### src/rtl/timer_pkg.sv
// timer_pkg
// Shared types and constants for the MM:SS countdown core.
//   state_t      : controller states (IDLE, ENTRY, RUN, PAUSE, DONE)
//   bcd_t        : one BCD digit
//   BCD_NINE     : wrap value for units and minute digits
//   SEC_TENS_MAX : wrap value for the seconds-tens digit
package timer_pkg;

  typedef enum logic [2:0] {
    IDLE,
    ENTRY,
    RUN,
    PAUSE,
    DONE
  } state_t;

  typedef logic [3:0] bcd_t;

  localparam bcd_t BCD_NINE     = 4'd9;
  localparam bcd_t SEC_TENS_MAX = 4'd5;

endpackage

### src/rtl/bcd_down_digit.sv
// bcd_down_digit
// One BCD digit of the countdown chain. A load overrides everything else;
// otherwise a borrow-in decrements the digit, wrapping 0 -> WRAP.
// Ports:
//   clock, reset   : system clock, synchronous active-high reset
//   i_load         : load i_loadVal this cycle
//   i_loadVal      : value to load
//   i_borrowIn     : decrement request from the less significant digit
//   o_q            : registered digit value
//   o_borrowOut    : decrement request to the next digit (wrapping from 0)
//   o_zero         : digit currently holds 0
module bcd_down_digit
  import timer_pkg::*;
#(
  parameter bcd_t WRAP = BCD_NINE
) (
  input  logic clock,
  input  logic reset,
  input  logic i_load,
  input  bcd_t i_loadVal,
  input  logic i_borrowIn,
  output bcd_t o_q,
  output logic o_borrowOut,
  output logic o_zero
);

  bcd_t r_q;

  // Digit register; entered values above WRAP (e.g. tens of 6..9) just
  // count down normally until they pass through 0.
  always_ff @(posedge clock) begin
    if (reset) begin
      r_q <= '0;
    end else if (i_load) begin
      r_q <= i_loadVal;
    end else if (i_borrowIn) begin
      r_q <= (r_q == 4'd0) ? WRAP : r_q - 4'd1;
    end
  end

  assign o_q         = r_q;
  assign o_zero      = (r_q == 4'd0);
  assign o_borrowOut = i_borrowIn & o_zero;

endmodule

### src/rtl/countdown_timer_mmss.sv
// countdown_timer_mmss
// MM:SS countdown core: keypad left-shift entry, start/pause/cancel control
// with a door interlock, one-second prescaler and a one-cycle done pulse.
// Optional feature macro: TIMER_ADD30_EN (adds the add30 strobe input).
// Parameters:
//   MIN_DIGITS : number of BCD minute digits (1..3)
//   TICK_DIV   : clock cycles per one-second tick (>= 2)
// Ports:
//   clock, reset             : system clock, synchronous active-high reset
//   digit_in, digit_valid    : keypad digit and its strobe (values > 9 ignored)
//   start, pause             : one-cycle control strobes
//   door_open                : door interlock level
//   add30                    : +30 s strobe (TIMER_ADD30_EN only)
//   sec_unidade, sec_decimal : seconds units / tens (BCD)
//   min                      : minute digits, least significant in [3:0]
//   zero                     : all digits are 0 (combinational)
//   running                  : controller is in RUN
//   done                     : one-cycle pulse when RUN reaches 00:00
module countdown_timer_mmss
  import timer_pkg::*;
#(
  parameter int MIN_DIGITS = 1,
  parameter int TICK_DIV   = 100
) (
  input  logic                    clock,
  input  logic                    reset,
  input  logic [3:0]              digit_in,
  input  logic                    digit_valid,
  input  logic                    start,
  input  logic                    pause,
  input  logic                    door_open,
`ifdef TIMER_ADD30_EN
  input  logic                    add30,
`endif
  output logic [3:0]              sec_unidade,
  output logic [3:0]              sec_decimal,
  output logic [4*MIN_DIGITS-1:0] min,
  output logic                    zero,
  output logic                    running,
  output logic                    done
);

  localparam int ND = 2 + MIN_DIGITS;
  localparam int PW = (TICK_DIV > 2) ? $clog2(TICK_DIV) : 1;
  localparam logic [PW-1:0] PS_LAST = PW'(TICK_DIV - 1);

  state_t          r_state;
  logic [PW-1:0]   r_prescale;
  logic            r_running;
  logic            r_done;

  bcd_t            w_q [ND];
  bcd_t            w_loadVal [ND];
  logic            w_load;
  logic [ND-1:0]   w_borrow;
  logic [ND-1:0]   w_borrowIn;
  logic [ND-1:0]   w_zeroFlag;
  logic            w_zero;
  logic            w_lastSec;
  logic            w_tick;
  logic            w_finish;
  logic            w_doDoor;
  logic            w_doPause;
  logic            w_doStart;
  logic            w_doAdd;
  logic            w_doDigit;

  // Digit chain: index 0 = seconds units, 1 = seconds tens, 2.. = minutes.
  for (genvar gi = 0; gi < ND; gi++) begin : g_digit
    bcd_down_digit #(
      .WRAP((gi == 1) ? SEC_TENS_MAX : BCD_NINE)
    ) u_digit (
      .clock      (clock),
      .reset      (reset),
      .i_load     (w_load),
      .i_loadVal  (w_loadVal[gi]),
      .i_borrowIn (w_borrowIn[gi]),
      .o_q        (w_q[gi]),
      .o_borrowOut(w_borrow[gi]),
      .o_zero     (w_zeroFlag[gi])
    );
  end

  assign w_borrowIn = {w_borrow[ND-2:0], w_tick};
  assign w_zero     = &w_zeroFlag;
  assign w_lastSec  = (w_q[0] == 4'd1) && (&w_zeroFlag[ND-1:1]);

  // Only the highest-priority asserted strobe may act. The door only takes
  // precedence while running; in other states it just blocks start.
  always_comb begin
    w_doDoor  = 1'b0;
    w_doPause = 1'b0;
    w_doStart = 1'b0;
    w_doAdd   = 1'b0;
    w_doDigit = 1'b0;
    if (door_open && r_state == RUN) begin
      w_doDoor = 1'b1;
    end else if (pause) begin
      w_doPause = (r_state != IDLE);
    end else if (start) begin
      w_doStart = (r_state == ENTRY || r_state == PAUSE) && !w_zero && !door_open;
`ifdef TIMER_ADD30_EN
    end else if (add30) begin
      w_doAdd = (r_state == RUN || r_state == PAUSE) || w_zero;
`endif
    end else if (digit_valid) begin
      w_doDigit = (digit_in <= BCD_NINE) &&
                  (r_state == IDLE || r_state == ENTRY || r_state == DONE);
    end
  end

  // A pause, door event or add30 in the tick cycle suppresses that decrement.
  assign w_tick   = (r_state == RUN) && (r_prescale == PS_LAST) &&
                    !w_doDoor && !w_doPause && !w_doAdd;
  // The top borrow can only fire if 00:00 were ever decremented; treat it as
  // completion too so the controller never keeps running on a wrapped value.
  assign w_finish = w_tick && (w_lastSec || w_borrow[ND-1]);

`ifdef TIMER_ADD30_EN
  bcd_t w_addVal [ND];
  bcd_t w_tens;
  logic w_carry;

  // +30 s: tens += 3 with a mod-6 carry into the minute chain; a carry out
  // of the top minute saturates the display at the maximum value.
  always_comb begin
    w_tens  = '0;
    w_carry = 1'b0;
    for (int i = 0; i < ND; i++) w_addVal[i] = '0;
    if (r_state == RUN || r_state == PAUSE) begin
      for (int i = 0; i < ND; i++) w_addVal[i] = w_q[i];
      w_tens = w_q[1] + 4'd3;
      if (w_tens > SEC_TENS_MAX) begin
        w_tens  = w_tens - 4'd6;
        w_carry = 1'b1;
      end
      w_addVal[1] = w_tens;
      for (int i = 2; i < ND; i++) begin
        if (w_carry) begin
          if (w_q[i] >= BCD_NINE) begin
            w_addVal[i] = '0;
          end else begin
            w_addVal[i] = w_q[i] + 4'd1;
            w_carry     = 1'b0;
          end
        end
      end
      if (w_carry) begin
        w_addVal[0] = BCD_NINE;
        w_addVal[1] = SEC_TENS_MAX;
        for (int i = 2; i < ND; i++) w_addVal[i] = BCD_NINE;
      end
    end else begin
      w_addVal[1] = 4'd3;
    end
  end
`endif

  // Load mux shared by every digit: cancel clears, entry shifts left.
  always_comb begin
    w_load = 1'b0;
    for (int i = 0; i < ND; i++) w_loadVal[i] = '0;
    if (w_doPause && r_state != RUN) begin
      w_load = 1'b1;
    end else if (w_doDigit) begin
      w_load       = 1'b1;
      w_loadVal[0] = digit_in;
      for (int i = 1; i < ND; i++) w_loadVal[i] = w_q[i-1];
`ifdef TIMER_ADD30_EN
    end else if (w_doAdd) begin
      w_load = 1'b1;
      for (int i = 0; i < ND; i++) w_loadVal[i] = w_addVal[i];
`endif
    end
  end

  // Controller, prescaler and registered status outputs.
  always_ff @(posedge clock) begin
    if (reset) begin
      r_state    <= IDLE;
      r_prescale <= '0;
      r_running  <= 1'b0;
      r_done     <= 1'b0;
    end else begin
      r_done <= 1'b0;
      if (r_state == RUN) begin
        r_prescale <= (r_prescale == PS_LAST) ? '0 : r_prescale + 1'b1;
      end
      if (w_doDoor) begin
        r_state   <= PAUSE;
        r_running <= 1'b0;
      end else if (w_doPause) begin
        r_state   <= (r_state == RUN) ? PAUSE : IDLE;
        r_running <= 1'b0;
      end else if (w_doStart) begin
        r_state    <= RUN;
        r_running  <= 1'b1;
        r_prescale <= '0;
      end else if (w_doAdd) begin
        if (r_state != RUN && r_state != PAUSE) begin
          r_state    <= RUN;
          r_running  <= 1'b1;
          r_prescale <= '0;
        end
      end else if (w_doDigit) begin
        r_state <= ENTRY;
      end else if (w_finish) begin
        r_state   <= DONE;
        r_running <= 1'b0;
        r_done    <= 1'b1;
      end
    end
  end

  assign sec_unidade = w_q[0];
  assign sec_decimal = w_q[1];
  for (genvar gm = 0; gm < MIN_DIGITS; gm++) begin : g_min
    assign min[4*gm +: 4] = w_q[gm+2];
  end
  assign zero    = w_zero;
  assign running = r_running;
  assign done    = r_done;

endmodule
### config.mk
export PLATFORM = sky130hd
export DESIGN_NAME = countdown_timer_mmss
export DESIGN_NICKNAME = d
export VERILOG_FILES = /design/src/rtl/timer_pkg.sv /design/src/rtl/bcd_down_digit.sv /design/src/rtl/countdown_timer_mmss.sv
export SDC_FILE = /design/constraint.sdc
export NUM_CORES = 1
export LEC_CHECK = 0
export ABC_AREA = 1
export ABC_CLOCK_PERIOD_IN_PS = 2400
export CORE_UTILIZATION = 35
export CTS_CLUSTER_DIAMETER = 30
export DETAILED_ROUTE_END_ITERATION = 8
export PLACE_DENSITY_LB_ADDON = 0.2
export SYNTH_ARGS = -nofsm -noshare
export SYNTH_HDL_FRONTEND = slang
export SYNTH_SLANG_ARGS = --single-unit
### constraint.sdc
create_clock -name clock -period 2.4 [get_ports clock]
set_input_delay 0.24 -clock clock [delete_from_list [all_inputs] [get_ports clock]]
set_output_delay 0.24 -clock clock [all_outputs]
set_load 0.01 [all_outputs]
==> results.md <==
- Outcome: completed
- Synth Instances: 259
- Worst Hold Launch: running
- Post-CTS setup repair buffer count: 0
- Worst Setup Start Kind: flip-flop
- Core box area: 4115 um^2
- Row cnt: 23
- Seq/Total Area, Yosys: 30.94%
- Critical-path cell list: nor2_1, nand2_1, nor2_1, nand2_1, inv_1, clkdlybuf4s50_1
- Crit-path max FO: 7
- Die X: 68.61 um
- Tcrit/Tclk final: 88.30%
- H-tree lvl count: 1
- Largest area contributor in the synthesized netlist: dfxtp_1
- Clock sinks: 24
- Critical path arrival: 1880 ps
- Fin cells: 334
- Initial DRC Count: 47
- Worst skew pair latency: 270 ps
- Synthesis-stage register bit count: 24
- Tightest Pin Transition: 380.1 ps
- WHS Endpoint: running
- Skew final: 4.400 ps
- Clock Pin Slew Worst Setup and Hold Paths: 80 ps
- Final Setup Violations: 0
- PD cells: 755.7 nW/um^2
- Ranking of synthesized cells by area: dfxtp_1, nand2_1, nor2_1, inv_1, a21oi_1
- Die Area: 4707 um^2
- Placer Congestion: 0.8084
- Hold Vio Cnt, Final: 0
- Count leader, synth: nand2_1
- Vias in the first global route: 1,382
- Syn. warnings: 0
- FMAX: 471.9 MHz
- Boundary pin count: 25
- Clock buffer depth: 2
- Via count: 1,580
- GRT Total Usage: 16.93%
- Area share of the largest cell type after synthesis: 30.94%
- Largest net degree at the start of global routing: 19
- ANT nets after route: 0
- Post-detailed-placement half-perimeter wirelength: 2801 um
- Syn Nets: 270
- Hold/Removal Path Class: flip-flop to flip-flop
- Crit-path slowest cell: clkdlybuf4s50_1
- Setup TNS: 0 ps
- Layout cells sized above 1: 8.803%
- Crit end category: output pin
- Reg2reg path depth: 8
- Synth unique cells: 26
- CTS Buf Count: 3
- Vias per std cell: 4.731
- Fin Hold WS: 462.8 ps
- Grt ovf: 0
- Worst Hold Depth: 2
- Leak Pwr: 0.8601 nW
- Worst vdd ir: 0.0002919 V
- R2R Path Start: r_state[1]
- Hold_buf cts: 0
- Overall routed net length: 3547 um
- Final Max Tran Viols: 0
- Die Ht: 68.61 um
- CTS tree: yes
- Max stage delay on crit path: 520 ps
- Initial Utilization: 37.73%
- Post-Synthesis Cell Area: 1553 um^2
- Synth Flop Type: dfxtp_1
- Placed cells: 331
- Rel. slew slack: 74.58%
- Layout Nets: 297
- Initial antenna violation count: 0
- Fillers: 465
- Post-synth EDFFs: 0
- PostCTS Resize Cnt: 0
- Initial DRT Pass Iterations: 4
- Post-synth ARST share: 0%
- Final min period: 2119 ps
- CP required: 2160 ps
- Most frequent cells after synthesis: nand2_1, nor2_1, inv_1
- Max_cap viols: 0
- # port buffers: 24
- RSZ-0062 raised after global routing: false
- Synth Area per Inst: 5.995 um^2
- Kind of critical path: flip-flop to output pin
- Worst r2r dst: g_digit[0].u_digit.o_q[3]
- Diodes inserted: 0
- CTS Root Buffer Type: clkbuf_8
- Wirelength per Cell: 10.62 um
- Layout area overhead: 21.19%
- Post-route DRC: 0
- Register-to-register setup slack: 840 ps
- First-pass GRT wire length: 5954 um
==> final cells by class <==
class	count	area (um^2)	share of cell area, %
inverter	36	135.1	7.181
timing repair buffer	25	247.7	13.16
tap	50	62.56	3.324
clock buffer	3	41.29	2.194
multi-input combinational	196	914.6	48.60
sequential	24	480.5	25.53
==> critical path: cells and delay by family, from the launching register on <==
kind                   cells  cell delay [ps]
DFF                        1              390
and+or+nand+nor            4              630
buffers and inverters      2              590
==> kinds of logic (layout without fill, tap and decap cells) <==
group | Yosys count | after routing | synth area share [%]
xor gates and xnor gates | 1 | 1 | 0.5642
AOI/OAI and AO/OA | 28 | 28 | 9.025
DFF | 24 | 24 | 30.94
and+or+nand+nor | 166 | 166 | 48.51
adders and majority gates | 1 | 1 | 0.8057
buffers and inverters | 39 | 64 | 10.15
==> cell usage in the layout (no fill, tap or decap), drive strengths merged, types with 3 or more instances in the layout <==
cell type and instances:
clkdlybuf4s50 24, nand2 95, o21ai 10, inv 35, nand4 3, nand3 21, nor3 4, nor2 40
clkbuf 3, dfxtp 24, a21oi 18
==> where the power goes <==
| group | internal (W) | switching [W] | total [W] |
|---|---|---|---|
| Clock | 0.000112 | 0.000125 | 0.000237 |
| Sequential | 0.000451 | 0.0000721 | 0.000523 |
| Combinational | 0.000276 | 0.000386 | 0.000662 |
| Total | 0.000839 | 0.000583 | 0.00142 |
==> metrics by stage <==
| stage | util, % | worst slack [ps] | total power [W] | area [um^2] |
|---|---|---|---|---|
| 6_report | 45.73 | 280.9 | 0.001422 | 1882 |
| 5_1_grt | 45.73 | 138.8 | 0.001552 | 1882 |
| 4_1_cts | 45.73 | 249.9 | 0.001440 | 1882 |
| 3_5_place_dp | 44.72 | 439.6 | 0.001200 | 1841 |
| 3_3_place_gp | 44.72 | 421.4 | 0.001195 | 1841 |
| 2_1_floorplan | - | 1100 | 0.0009848 | 1553 |
==> per-layer routing <==
| layer | vias to the layer above | wire (um) | share of wire (%) | GRT usage (%) |
|---|---|---|---|---|
| li1 | 866 | - | - | - |
| met1 | 679 | 1790 | 50 | 23.16 |
| met2 | 30 | 1572 | 44 | 26.72 |
| met3 | 5 | 130 | 3.7 | 1.974 |
| met4 | 0 | 55 | 1.6 | 7.031 |
| met5 | - | 0 | 0 | 0 |
==> state kept, by name (all words and copies together) (netlist names) <==
name and flops:
done 1, running 1, g_digit.u_digit.o_q 12, r_state 3, r_prescale 7
==> worst max path at each step <==
stage                                   start                         to  slack (ps)
global route        g_digit[1].u_digit.o_q[0]                       zero         140
detailed placement                digit_in[2]  g_digit[0].u_digit.o_q[0]         440
global placement                  digit_in[2]  g_digit[2].u_digit.o_q[3]         420
floorplan                          r_state[2]  g_digit[2].u_digit.o_q[0]        1100
finish              g_digit[1].u_digit.o_q[0]                       zero         280
CTS                 g_digit[1].u_digit.o_q[0]                       zero         250
No activity file was read; power rests on OpenSTA's default activity.
